===== src/rtl/eth_tx_arb.sv =====
// Packet-atomic round-robin arbiter for the shared Ethernet TX stream.
// Grants at sop, holds the grant until eop is accepted, then idles IDLE_GAP cycles.
module eth_tx_arb #(
  parameter int N_SRC     = 4,
  parameter int DW        = 32,
  parameter int IDLE_GAP  = 2,
  parameter int MAX_WORDS = 1024
) (
  input  logic                clk,
  input  logic                rst,
  input  logic [N_SRC-1:0]    i_src_sop,
  input  logic [N_SRC-1:0]    i_src_eop,
  input  logic [N_SRC-1:0]    i_src_vld,
  input  logic [N_SRC*DW-1:0] i_src_data,
  output logic [N_SRC-1:0]    o_src_rdy,
  output logic                o_eth_sop,
  output logic                o_eth_eop,
  output logic                o_eth_vld,
  output logic [DW-1:0]       o_eth_data,
  input  logic                i_eth_rdy,
  output logic [N_SRC-1:0]    o_grant,
  output logic                o_busy,
  output logic [15:0]         o_last_len,
  output logic                o_pkt_done,
  output logic                o_overrun
);

  localparam int IW = (N_SRC > 1) ? $clog2(N_SRC) : 1;
  localparam int XW = IW + 1;
  localparam logic [IW-1:0] LAST_RST = IW'(N_SRC - 1);
  localparam logic [3:0] GAP_LAST = 4'((IDLE_GAP > 0) ? IDLE_GAP - 1 : 0);

  typedef enum logic [1:0] {
    S_IDLE,
    S_BUSY,
    S_GAP
  } state_t;

  state_t        state_q, state_d;
  logic [IW-1:0] grant_q, grant_d;
  logic [IW-1:0] last_q, last_d;
  logic [15:0]   cnt_q, cnt_d;
  logic [15:0]   len_q, len_d;
  logic [3:0]    gap_q, gap_d;
  logic          ovr_q, ovr_d;

  logic [N_SRC-1:0] req;
  logic [IW-1:0]    sel;
  logic [XW-1:0]    idx;
  logic             found;
  logic             busy;
  logic             xfer;

  assign req = i_src_vld & i_src_sop;

  // Search starts one past the last served source, wrapping at N_SRC.
  always_comb begin
    found = 1'b0;
    sel   = '0;
    idx   = '0;
    for (int k = 1; k <= N_SRC; k++) begin
      idx = {1'b0, last_q} + XW'(k);
      if (idx >= XW'(N_SRC)) idx = idx - XW'(N_SRC);
      if (!found && req[idx[IW-1:0]]) begin
        found = 1'b1;
        sel   = idx[IW-1:0];
      end
    end
  end

  always_comb begin
    busy       = (state_q == S_BUSY);
    o_eth_sop  = busy & i_src_sop[grant_q];
    o_eth_eop  = busy & i_src_eop[grant_q];
    o_eth_vld  = busy & i_src_vld[grant_q];
    o_eth_data = busy ? i_src_data[int'(grant_q)*DW +: DW] : '0;
    o_src_rdy  = '0;
    o_grant    = '0;
    if (busy) begin
      o_src_rdy[grant_q] = i_eth_rdy;
      o_grant[grant_q]   = 1'b1;
    end
    xfer       = busy & i_src_vld[grant_q] & i_eth_rdy;
    o_pkt_done = xfer & i_src_eop[grant_q];
    o_busy     = (state_q != S_IDLE);
    o_last_len = len_q;
    o_overrun  = ovr_q;
  end

  always_comb begin
    state_d = state_q;
    grant_d = grant_q;
    last_d  = last_q;
    cnt_d   = cnt_q;
    len_d   = len_q;
    gap_d   = gap_q;
    ovr_d   = ovr_q;
    unique case (state_q)
      S_IDLE: begin
        if (found) begin
          grant_d = sel;
          state_d = S_BUSY;
        end
      end
      S_BUSY: begin
        if (xfer) begin
          if (i_src_eop[grant_q]) begin
            len_d   = (cnt_q == 16'hFFFF) ? cnt_q : cnt_q + 16'd1;
            cnt_d   = '0;
            last_d  = grant_q;
            gap_d   = '0;
            state_d = (IDLE_GAP > 0) ? S_GAP : S_IDLE;
          end else begin
            if (32'(cnt_q) >= MAX_WORDS) ovr_d = 1'b1;
            if (cnt_q != 16'hFFFF) cnt_d = cnt_q + 16'd1;
          end
        end
      end
      S_GAP: begin
        if (gap_q == GAP_LAST) state_d = S_IDLE;
        else gap_d = gap_q + 4'd1;
      end
      default: state_d = S_IDLE;
    endcase
  end

  always_ff @(posedge clk) begin
    if (rst) begin
      state_q <= S_IDLE;
      grant_q <= '0;
      last_q  <= LAST_RST;
      cnt_q   <= '0;
      len_q   <= '0;
      gap_q   <= '0;
      ovr_q   <= 1'b0;
    end else begin
      state_q <= state_d;
      grant_q <= grant_d;
      last_q  <= last_d;
      cnt_q   <= cnt_d;
      len_q   <= len_d;
      gap_q   <= gap_d;
      ovr_q   <= ovr_d;
    end
  end

endmodule


===== config.mk =====
export PLATFORM = sky130hd
export DESIGN_NAME = eth_tx_arb
export DESIGN_NICKNAME = d
export VERILOG_FILES = /design/src/rtl/eth_tx_arb.sv
export SDC_FILE = /design/constraint.sdc
export NUM_CORES = 1
export LEC_CHECK = 0
export CAP_MARGIN = 10
export CORE_UTILIZATION = 37
export CTS_CLUSTER_DIAMETER = 30
export DETAILED_ROUTE_END_ITERATION = 16
export GPL_TIMING_DRIVEN = 0
export MAX_ROUTING_LAYER = met4
export PLACE_DENSITY = 0.93
export SYNTH_ARGS = -nofsm -noshare
export SYNTH_HDL_FRONTEND = slang
export SYNTH_SLANG_ARGS = --single-unit

===== constraint.sdc =====
create_clock -name clk -period 3.1 [get_ports clk]
set_input_delay 0.93 -clock clk [delete_from_list [all_inputs] [get_ports clk]]
set_output_delay 0.93 -clock clk [all_outputs]
set_load 0.01 [all_outputs]

# Word level (Yosys, flattened, before mapping)
# Cells that the tools add are included.
# classes
add_sub_neg	10
order_cmp	11
n_eq_ne	10
shift	1
mux	43
bitwise_logic	8
reduce_logical	17
# op_table
operator	count
variable part select 128 x 8 -> 32 bit	1
two-way mux 16 bit	3
two-way mux 32 bit	1
two-way mux 2 bit	12
two-way mux 4 bit	5
adder 16 x 1 -> 16 bit, second input constant	1
== test 16 bit, second input constant	1
greater-or-equal comparator 16 x 11 -> 1 bit, second input constant	1
inequality test 16 bit, second input constant	1
< comparator 2 x 3 -> 1 bit, second input constant	5
binary-select mux 1 bit (select 2 bit)	7
greater-or-equal comparator 3 bit, second input constant	4
two-way mux 1 bit	12
AND reduction 4 bit	3
AND 4 bit	2
case mux 4 bit (2 select lines)	1
subtractor 2 x 1 -> 2 bit, second input constant	4
adder 2 x 2 -> 3 bit, second input constant	2
inequality test 2 bit, second input constant	3
case mux 2 bit (3 select lines)	1
AND reduction 3 bit	2
nonzero test 2 bit	3
AND 1 bit	5
adder 4 x 1 -> 4 bit, second input constant	1
other kinds (13)	19
# totals
ff_bits	43
in_bits	143
output_inout_bits	62
elab_cells	107

# Logic depth before layout (Yosys ltp)
# Gate-level depths: netlist (run 1).
# logic_depth
word_depth	17
ltp_mapped	8
mapped_depth_nobuf	7

# Worst setup path before layout (run 1)
# Ideal clock, no wire load.
# synth_path
kind	input port to output port
start	input i_src_vld[3]
end	output o_pkt_done
t_arrival_ps	2018
required_time_ps	2170
path_slack_ps	152
path_stages	5
path_buffers	1
path_cell_list	mux4_2 and2b_1 nand2_2 inv_2 clkbuf_1
# synth_via
elab_chain_cells	5
# synth_lines
element	line	text
start: declaration	13	input logic [N_SRC-1:0] i_src_vld,
binary-select mux 1 bit (select 2 bit)	83	xfer = busy & i_src_vld[grant_q] & i_eth_rdy;
two-way mux 1 bit (implied by the code)	83	
AND 1 bit (2 in series)	83	
AND 1 bit	84	o_pkt_done = xfer & i_src_eop[grant_q];
end: declaration	24	output logic o_pkt_done,
# Every way passes these cells. The select of a mux whose other input is x is not followed.

# Worst setup path after layout (run 1)
# layout_path
start	input i_src_data[74]
end	output o_eth_data[10]
# layout_via
elab_chain_cells	2
# layout_lines
element	line	text
start: declaration	14	input logic [N_SRC*DW-1:0] i_src_data,
variable part select 128 x 8 -> 32 bit	76	o_eth_data = busy ? i_src_data[int'(grant_q)*DW +: DW] : '0;
two-way mux 32 bit	76	
end: declaration	19	output logic [DW-1:0] o_eth_data,
# Every way passes these cells.

==> flow_metrics.env, run 1 <==
export IMPL_status="finished, final reports clean"
export IMPL_clock_skew_ns=0.00629
export IMPL_drc_errors=0
export IMPL_synth_edff_count=0
export IMPL_grt_pass1_wl_microns=19700
export IMPL_hold_depth=2
export IMPL_final_util=0.651
export IMPL_powerDensity_nw_per_um2=303
export IMPL_arrival_ns=2.16
export IMPL_initial_core_util=0.387
export IMPL_critPathMaxFanout=1
export IMPL_cts_sinks=43
export IMPL_drt_initial_drc_count=192
export IMPL_hold_buffers=0
export IMPL_drive_above_1_share=0.224
export IMPL_synthMuxAreaShare=0.252
export IMPL_slowest_stage="mux4_2"
export IMPL_final_setup_viol_count=0
export IMPL_portBuffers=204
export IMPL_slew_violations=0
export IMPL_finalSetupTns_ns=0
export IMPL_cts_root_buf="clkbuf_8"
export IMPL_htreeDepth=2
export IMPL_synth_seq_cells=43
export IMPL_p_comb_frac=0.429
export IMPL_critical_path_reg2reg_endpoint="cnt_q[7]"
export IMPL_fin_crit_sh=0.998
export IMPL_wl_per_cell_microns=20.8
export IMPL_r2r_slack_ns=0.86
export IMPL_cts_clk_slew_worst_paths_ns=0.07
export IMPL_post_route_cell_area_sq_um=5400
export IMPL_synthSimpleGateAreaFrac=0.246
export IMPL_wl_microns=13800
export IMPL_synth_largest_area_cell="dfxtp_1"
export IMPL_fin_crit_ns=3.09
export IMPL_synth_adder_area_share=0.0156
export IMPL_critPathCaptureType="primary output"
export IMPL_path_cells="clkdlybuf4s50_1 > mux4_2 > and2_4 > buf_6"
export IMPL_worst_pin_slew_ns=0.761
export IMPL_synth_compound_area_share=0.130
export IMPL_crit_buf_inv=2
export IMPL_chipWidth_microns=95.2
export IMPL_fmax_mhz=323
export IMPL_ant_nets=0
export IMPL_synth_yosys_seq_area_share=0.268
export IMPL_whs_ns=0.496
export IMPL_hp_class="flip-flop to flip-flop"
export IMPL_reg2reg_from="grant_q[0]"
export IMPL_cts_buffers=5
export IMPL_fp_dieH_microns=95.2
export IMPL_num_io_pins=205
export IMPL_row_count=33
export IMPL_overflow=0
export IMPL_p_sw_mw=0.494
export IMPL_crit_family="multiplexers"
export IMPL_regArea_sq_um=861
export IMPL_synth_top_cell_area_share=0.268
export IMPL_reg2reg_depth=8
export IMPL_avgSynthCellArea_sq_um=9.61
export IMPL_slew_headroom=0.486
export IMPL_gp_congestion=0.958
export IMPL_cts_tree="built"
export IMPL_dpl_cell_area_sq_um=5380
export IMPL_grt_max_degree=15
export IMPL_vdd_ir_drop_max_mv=0.205
export IMPL_synthTopCellsByArea="dfxtp_1, mux4_2, and2_1"
export IMPL_viasPerCell=5.63
export IMPL_diodes=0
export IMPL_holdCritStartpoint="o_last_len[0]"
export IMPL_critPathLaunchType="input pin"
export IMPL_yosys_most_used_dff="dfxtp_1"
export IMPL_grt_pass1_vias=3674
export IMPL_die_area_sq_um=9050
export IMPL_intPower_mw=1.14
export IMPL_syn2layout_area_growth_pct=68.2
export IMPL_rsz0062_at_grt="no"
export IMPL_ys_warn_count=0
export IMPL_required_ns=2.17
export IMPL_syn_cell_area_sq_um=3210
export IMPL_dr_pass1_iters=5
export IMPL_fill_cells=666
export IMPL_power_share_sequential=0.356
export IMPL_multiInputGateArea_sq_um=2210
export IMPL_min_to="o_last_len[0]"
export IMPL_hpwl_microns=11100
export IMPL_worstSkewPairLatency_ns=0.30
export IMPL_antenna_found_initial=0
export IMPL_grt_use_total=0.306
export IMPL_switching_share=0.302
export IMPL_clockBufferDepth=2
export IMPL_critPathKind="input pin to primary output"
export IMPL_synth_cells=334
export IMPL_drv_cap=0
export IMPL_synth_xor_area_frac=0.0382
export IMPL_p_leak_nw=2.18
export IMPL_synth_distinct_cells=50
export IMPL_syn_num_nets=481
export IMPL_nets=703
export IMPL_synth_top_family_by_area="multiplexers"
export IMPL_timing_final_hold_violations=0
export IMPL_clkPwrFrac=0.215
export IMPL_dr_total_vias=3730
export IMPL_synth_async_reset_ratio=0
export IMPL_core_area_sq_um=8300
export IMPL_critPathMaxStageDelay_ns=0.52
==> worst reg2reg max path: stages, from the launching register on <==
cell      delay [ns]
dfxtp_1         0.33
buf_6           0.12
mux4_2          0.54
buf_6           0.16
nor3b_2         0.24
nor3b_2         0.32
buf_6           0.18
a21boi_1        0.20
a21o_1          0.10
==> routing by layer <==
metal,share of wire,vias to the layer above,track usage
met5,0,-,-
met3,0.093,34,0.0718
met1,0.37,1819,0.324
met2,0.51,189,0.556
met4,0.028,0,0.0985
li1,-,1688,-
==> cell usage in the layout, fill, tap and decap left out, types with 5 or more instances in the layout <==
cell	instances
nand2b_1	6
clkdlybuf4s50_1	136
nor2_1	30
mux4_2	35
nand3_1	10
dfxtp_1	43
buf_4	12
xnor2_1	6
nand2_1	23
and2_1	33
clkbuf_1	12
and2_4	5
o21ai_0	11
a21oi_1	7
buf_6	7
clkbuf_8	5
inv_1	9
buf_2	35
nor3_1	10
clkbuf_2	11
xor2_1	8
dlygate4sd2_1	24
a31oi_1	8
==> synth_stat cells (all sizes together) (2+ instances only) <==
master	number
a221o	3
clkbuf	17
nand3	10
a21boi	2
xor2	8
mux4	35
a21o	2
o22ai	3
nor4	4
nand2	24
a22oi	4
or4	2
and2b	2
mux2i	2
or2	3
and3	3
a21oi	7
ha	4
dfxtp	43
nand2b	6
o311a	2
buf	8
xnor2	6
and2	38
nor2	31
a31oi	8
a22o	2
o21ai	12
o2bb2ai	4
a311oi	4
nor3b	2
inv	10
nand4	6
nor3	10
==> registers in the layout (all words and copies together), names as in the netlist <==
signal      cells
cnt_q          16
o_last_len     16
gap_q           4
grant_q         2
last_q          2
state_q         2
o_overrun       1
==> cell type report <==
| cell class | count | share of cell area |
|---|---|---|
| Buffer | 24 | 0.0239 |
| Multi-Input combinational cell | 256 | 0.409 |
| Clock inverter | 1 | 0.000927 |
| Tap cell | 105 | 0.0243 |
| Sequential cell | 43 | 0.159 |
| Inverter | 10 | 0.00927 |
| Clock buffer | 7 | 0.0141 |
| Timing Repair Buffer | 216 | 0.359 |
==> power by group through the flow <==
stage	Combinational [mW]	Sequential, mW	Clock [mW]
4_1_cts	0.694	0.580	0.353
6_report	0.702	0.581	0.352
3_3_place_gp	0.716	0.593	0
2_1_floorplan	0.326	0.596	0
5_1_grt	0.744	0.583	0.379
3_5_place_dp	0.730	0.593	0
==> worst max-delay path by stage <==
stage                                from              to  slack, ns  cells after the start
after CTS                    i_src_vld[3]      o_pkt_done      -0.02                      6
after floorplan              i_src_vld[3]      o_pkt_done       0.15                      5
after global placement          i_eth_rdy      o_pkt_done      -1.11                      7
after detailed placement        i_eth_rdy      o_pkt_done      -1.16                      7
final                      i_src_data[74]  o_eth_data[10]      0.008                      4
after global routing      i_src_data[115]  o_eth_data[19]      0.002                      4
==> per-stage QoR <==
stage          setup slack (ns)  total power, mW  std cells
3_3_place_gp              -1.11             1.31        643
2_1_floorplan             0.152            0.922        334
5_1_grt                 0.00189             1.71        662
6_report                0.00762             1.63        662
3_5_place_dp              -1.16             1.32        643
4_1_cts                 -0.0237             1.63        657
==> logic make-up (layout without fill, tap and decap cells) <==
kind of cell,after synthesis,in the layout
simple gates,143,143
mux,37,37
flops,43,43
compound gates,58,58
buf+inv,35,258
xor+xnor,14,14
fa+ha+maj,4,4
==> timing repair <==
item                                    4_1_cts  5_1_grt
hold endpoints to repair                      0        0
pin swaps                                     1        1
endpoints found under the setup margin       40       27
gates resized for setup                     184       23
buffers inserted                              7        5
No activity file was read; power rests on OpenSTA's default activity.
==> inputs of run 2 (changes only) <==
--- a/config.mk
+++ b/config.mk
@@ -9,7 +9,7 @@
 export CORE_UTILIZATION = 37
 export CTS_CLUSTER_DIAMETER = 30
 export DETAILED_ROUTE_END_ITERATION = 16
-export GPL_TIMING_DRIVEN = 0
+export HOLD_SLACK_MARGIN = 0.05
 export MAX_ROUTING_LAYER = met4
 export PLACE_DENSITY = 0.93
 export SYNTH_ARGS = -nofsm -noshare
==> constraint.sdc (replaced) <==
create_clock -name clk -period 2.9 [get_ports clk]
set_input_delay 0.87 -clock clk [delete_from_list [all_inputs] [get_ports clk]]
set_output_delay 0.87 -clock clk [all_outputs]
set_load 0.01 [all_outputs]
==> flow_metrics.env, run 2 (synthesis gave the netlist of run 1 again) <==
export IMPL_status="finished with violations"
export IMPL_violations="negative setup slack"
export IMPL_critPathKind="input pin to primary output"
export IMPL_timing_final_ws_setup_ns=-0.0194
export IMPL_hp_class="flip-flop to flip-flop"
export IMPL_clkPwrFrac=0.209
export IMPL_worstSkewPairLatency_ns=0.30
export IMPL_slew_violations=0
export IMPL_dr_total_vias=3654
export IMPL_cts_tree="built"
export IMPL_switching_share=0.290
export IMPL_chipWidth_microns=95.2
export IMPL_final_common_cell="clkdlybuf4s50_1"
export IMPL_p_comb_frac=0.453
export IMPL_viasPerCell=5.54
export IMPL_grt_use_total=0.298
export IMPL_reg2reg_depth=9
export IMPL_hold_buffers=0
export IMPL_cts_root_buf="clkbuf_8"
export IMPL_final_util=0.693
export IMPL_arrival_ns=2.05
export IMPL_wl_microns=13700
export IMPL_cp_startpoint="i_src_data[119]"
export IMPL_path_cells="clkdlybuf4s50_1 > mux4_2 > and2_4 > buf_6"
export IMPL_critPathMaxStageDelay_ns=0.49
export IMPL_gp_congestion=0.936
export IMPL_slew_headroom=0.480
export IMPL_fin_crit_ns=2.92
export IMPL_critPathMaxFanout=1
export IMPL_endpoint="o_eth_data[23]"
export IMPL_initial_core_util=0.387
export IMPL_final_cells=659
export IMPL_power_share_sequential=0.338
export IMPL_portBuffers=204
export IMPL_critPathLaunchType="input pin"
export IMPL_row_count=33
export IMPL_intPower_mw=1.32
export IMPL_timing_final_hold_violations=0
export IMPL_required_ns=2.03
export IMPL_place_inst=645
export IMPL_fp_dieH_microns=95.2
export IMPL_p_leak_nw=2.60
export IMPL_final_cell_mix="clkdlybuf4s50_1, dlygate4sd2_1, dfxtp_1"
export IMPL_final_setup_viol_count=2
export IMPL_post_route_cell_area_sq_um=5750
export IMPL_overflow=0
export IMPL_cts_clk_slew_worst_paths_ns=0.08
export IMPL_fmax_mhz=343
export IMPL_grt_pass1_vias=3572
export IMPL_grt_max_degree=37
export IMPL_crit_buf_inv=2
export IMPL_die_area_sq_um=9050
export IMPL_drc_errors=0
export IMPL_powerDensity_nw_per_um2=324
export IMPL_syn2layout_area_growth_pct=79.1
export IMPL_drive_above_1_share=0.287
export IMPL_dpl_cell_area_sq_um=5520
export IMPL_clockBufferDepth=2
export IMPL_rsz0062_at_grt="yes"
export IMPL_crit_family="buffers and inverters"
export IMPL_drv_cap=0
export IMPL_whs_ns=0.471
export IMPL_htreeDepth=2
export IMPL_grt_pass1_wl_microns=19400
export IMPL_reg2reg_from="grant_q[0]"
export IMPL_r2r_slack_ns=0.54
export IMPL_p_sw_mw=0.539
export IMPL_worst_pin_slew_ns=0.770
export IMPL_ant_nets=0
export IMPL_clock_skew_ns=0.00452
export IMPL_vdd_ir_drop_max_mv=0.271
export IMPL_critical_path_reg2reg_endpoint="cnt_q[3]"
export IMPL_fill_cells=624
export IMPL_num_io_pins=205
export IMPL_dr_pass1_iters=5
export IMPL_crit_cells=4
export IMPL_cts_sinks=43
export IMPL_core_area_sq_um=8300
export IMPL_slowest_stage="mux4_2"
export IMPL_wl_per_cell_microns=20.8
export IMPL_regArea_sq_um=863
export IMPL_multiInputGateArea_sq_um=2270
export IMPL_drt_initial_drc_count=168
export IMPL_hpwl_microns=10900
export IMPL_critPathCaptureType="primary output"
export IMPL_cts_buffers=5
export IMPL_nets=698
export IMPL_antenna_found_initial=3
export IMPL_fin_crit_sh=1.01
export IMPL_total_power_mw=1.86
## run 2: cell count changes in the layout (fill, tap and decap cells not counted), sizes merged
cell	before	now
clkdlybuf4s15	1	3
dlygate4sd2	24	42
dlymetal6s2s	4	37
diode	0	3
clkbuf	28	8
inv	9	10
buf	54	68
clkdlybuf4s50	136	83
clkinv	2	1
## run 2: layout make-up
cell class                      instances  area share
Inverter                               10     0.00696
Clock inverter                          1    0.000870
Tap cell                              105      0.0228
Timing Repair Buffer                  235       0.409
Sequential cell                        43       0.150
Clock buffer                            6      0.0144
Multi-Input combinational cell        256       0.395
Antenna cell                            3     0.00131
## run 2: how the worst min path moves through the flow
stage / start / end / depth (start not counted)
3_3_place_gp: o_last_len[0] / o_last_len[0] / 2
3_5_place_dp: o_last_len[0] / o_last_len[0] / 2
2_1_floorplan: o_last_len[0] / o_last_len[0] / 2
4_1_cts: o_last_len[0] / o_last_len[0] / 2
5_1_grt: o_last_len[0] / o_last_len[0] / 2
6_report: o_last_len[0] / o_last_len[0] / 2
## run 2: worst min-delay path: cells and delay by family, from the launching register on
family          cells  cell delay (ns)
compound gates      1             0.05
simple gates        1             0.06
flops               1             0.32
## run 2: timing repair
action / 4_1_cts / 5_1_grt
gates resized for setup: 239 / 68
setup endpoints to repair: 40 / 32
buffers inserted: 4 / 0
pin swaps: 27 / 12
## run 2: metal layers
layer / global-route usage / wire length [microns]
met3: 0.0630 / 1110
met1: 0.329 / 5160
met5: - / 0
met2: 0.541 / 7120
met4: 0.0770 / 340
## run 2: power groups by stage
stage | Sequential [mW] | Clock [mW] | Combinational (mW)
after floorplan | 0.638 | 0 | 0.348
after global placement | 0.643 | 0 | 0.791
after detailed placement | 0.644 | 0 | 0.804
after CTS | 0.630 | 0.397 | 0.812
after global routing | 0.632 | 0.422 | 0.890
final | 0.630 | 0.389 | 0.843
## run 2: per-stage QoR
step                worst slack (ns)  setup TNS [ns]
floorplan                     0.0716               0
global placement              -0.587          -15.02
detailed placement            -0.598          -15.43
CTS                          -0.0438         -0.0438
global route                 -0.0228         -0.0959
finish                       -0.0194         -0.0258
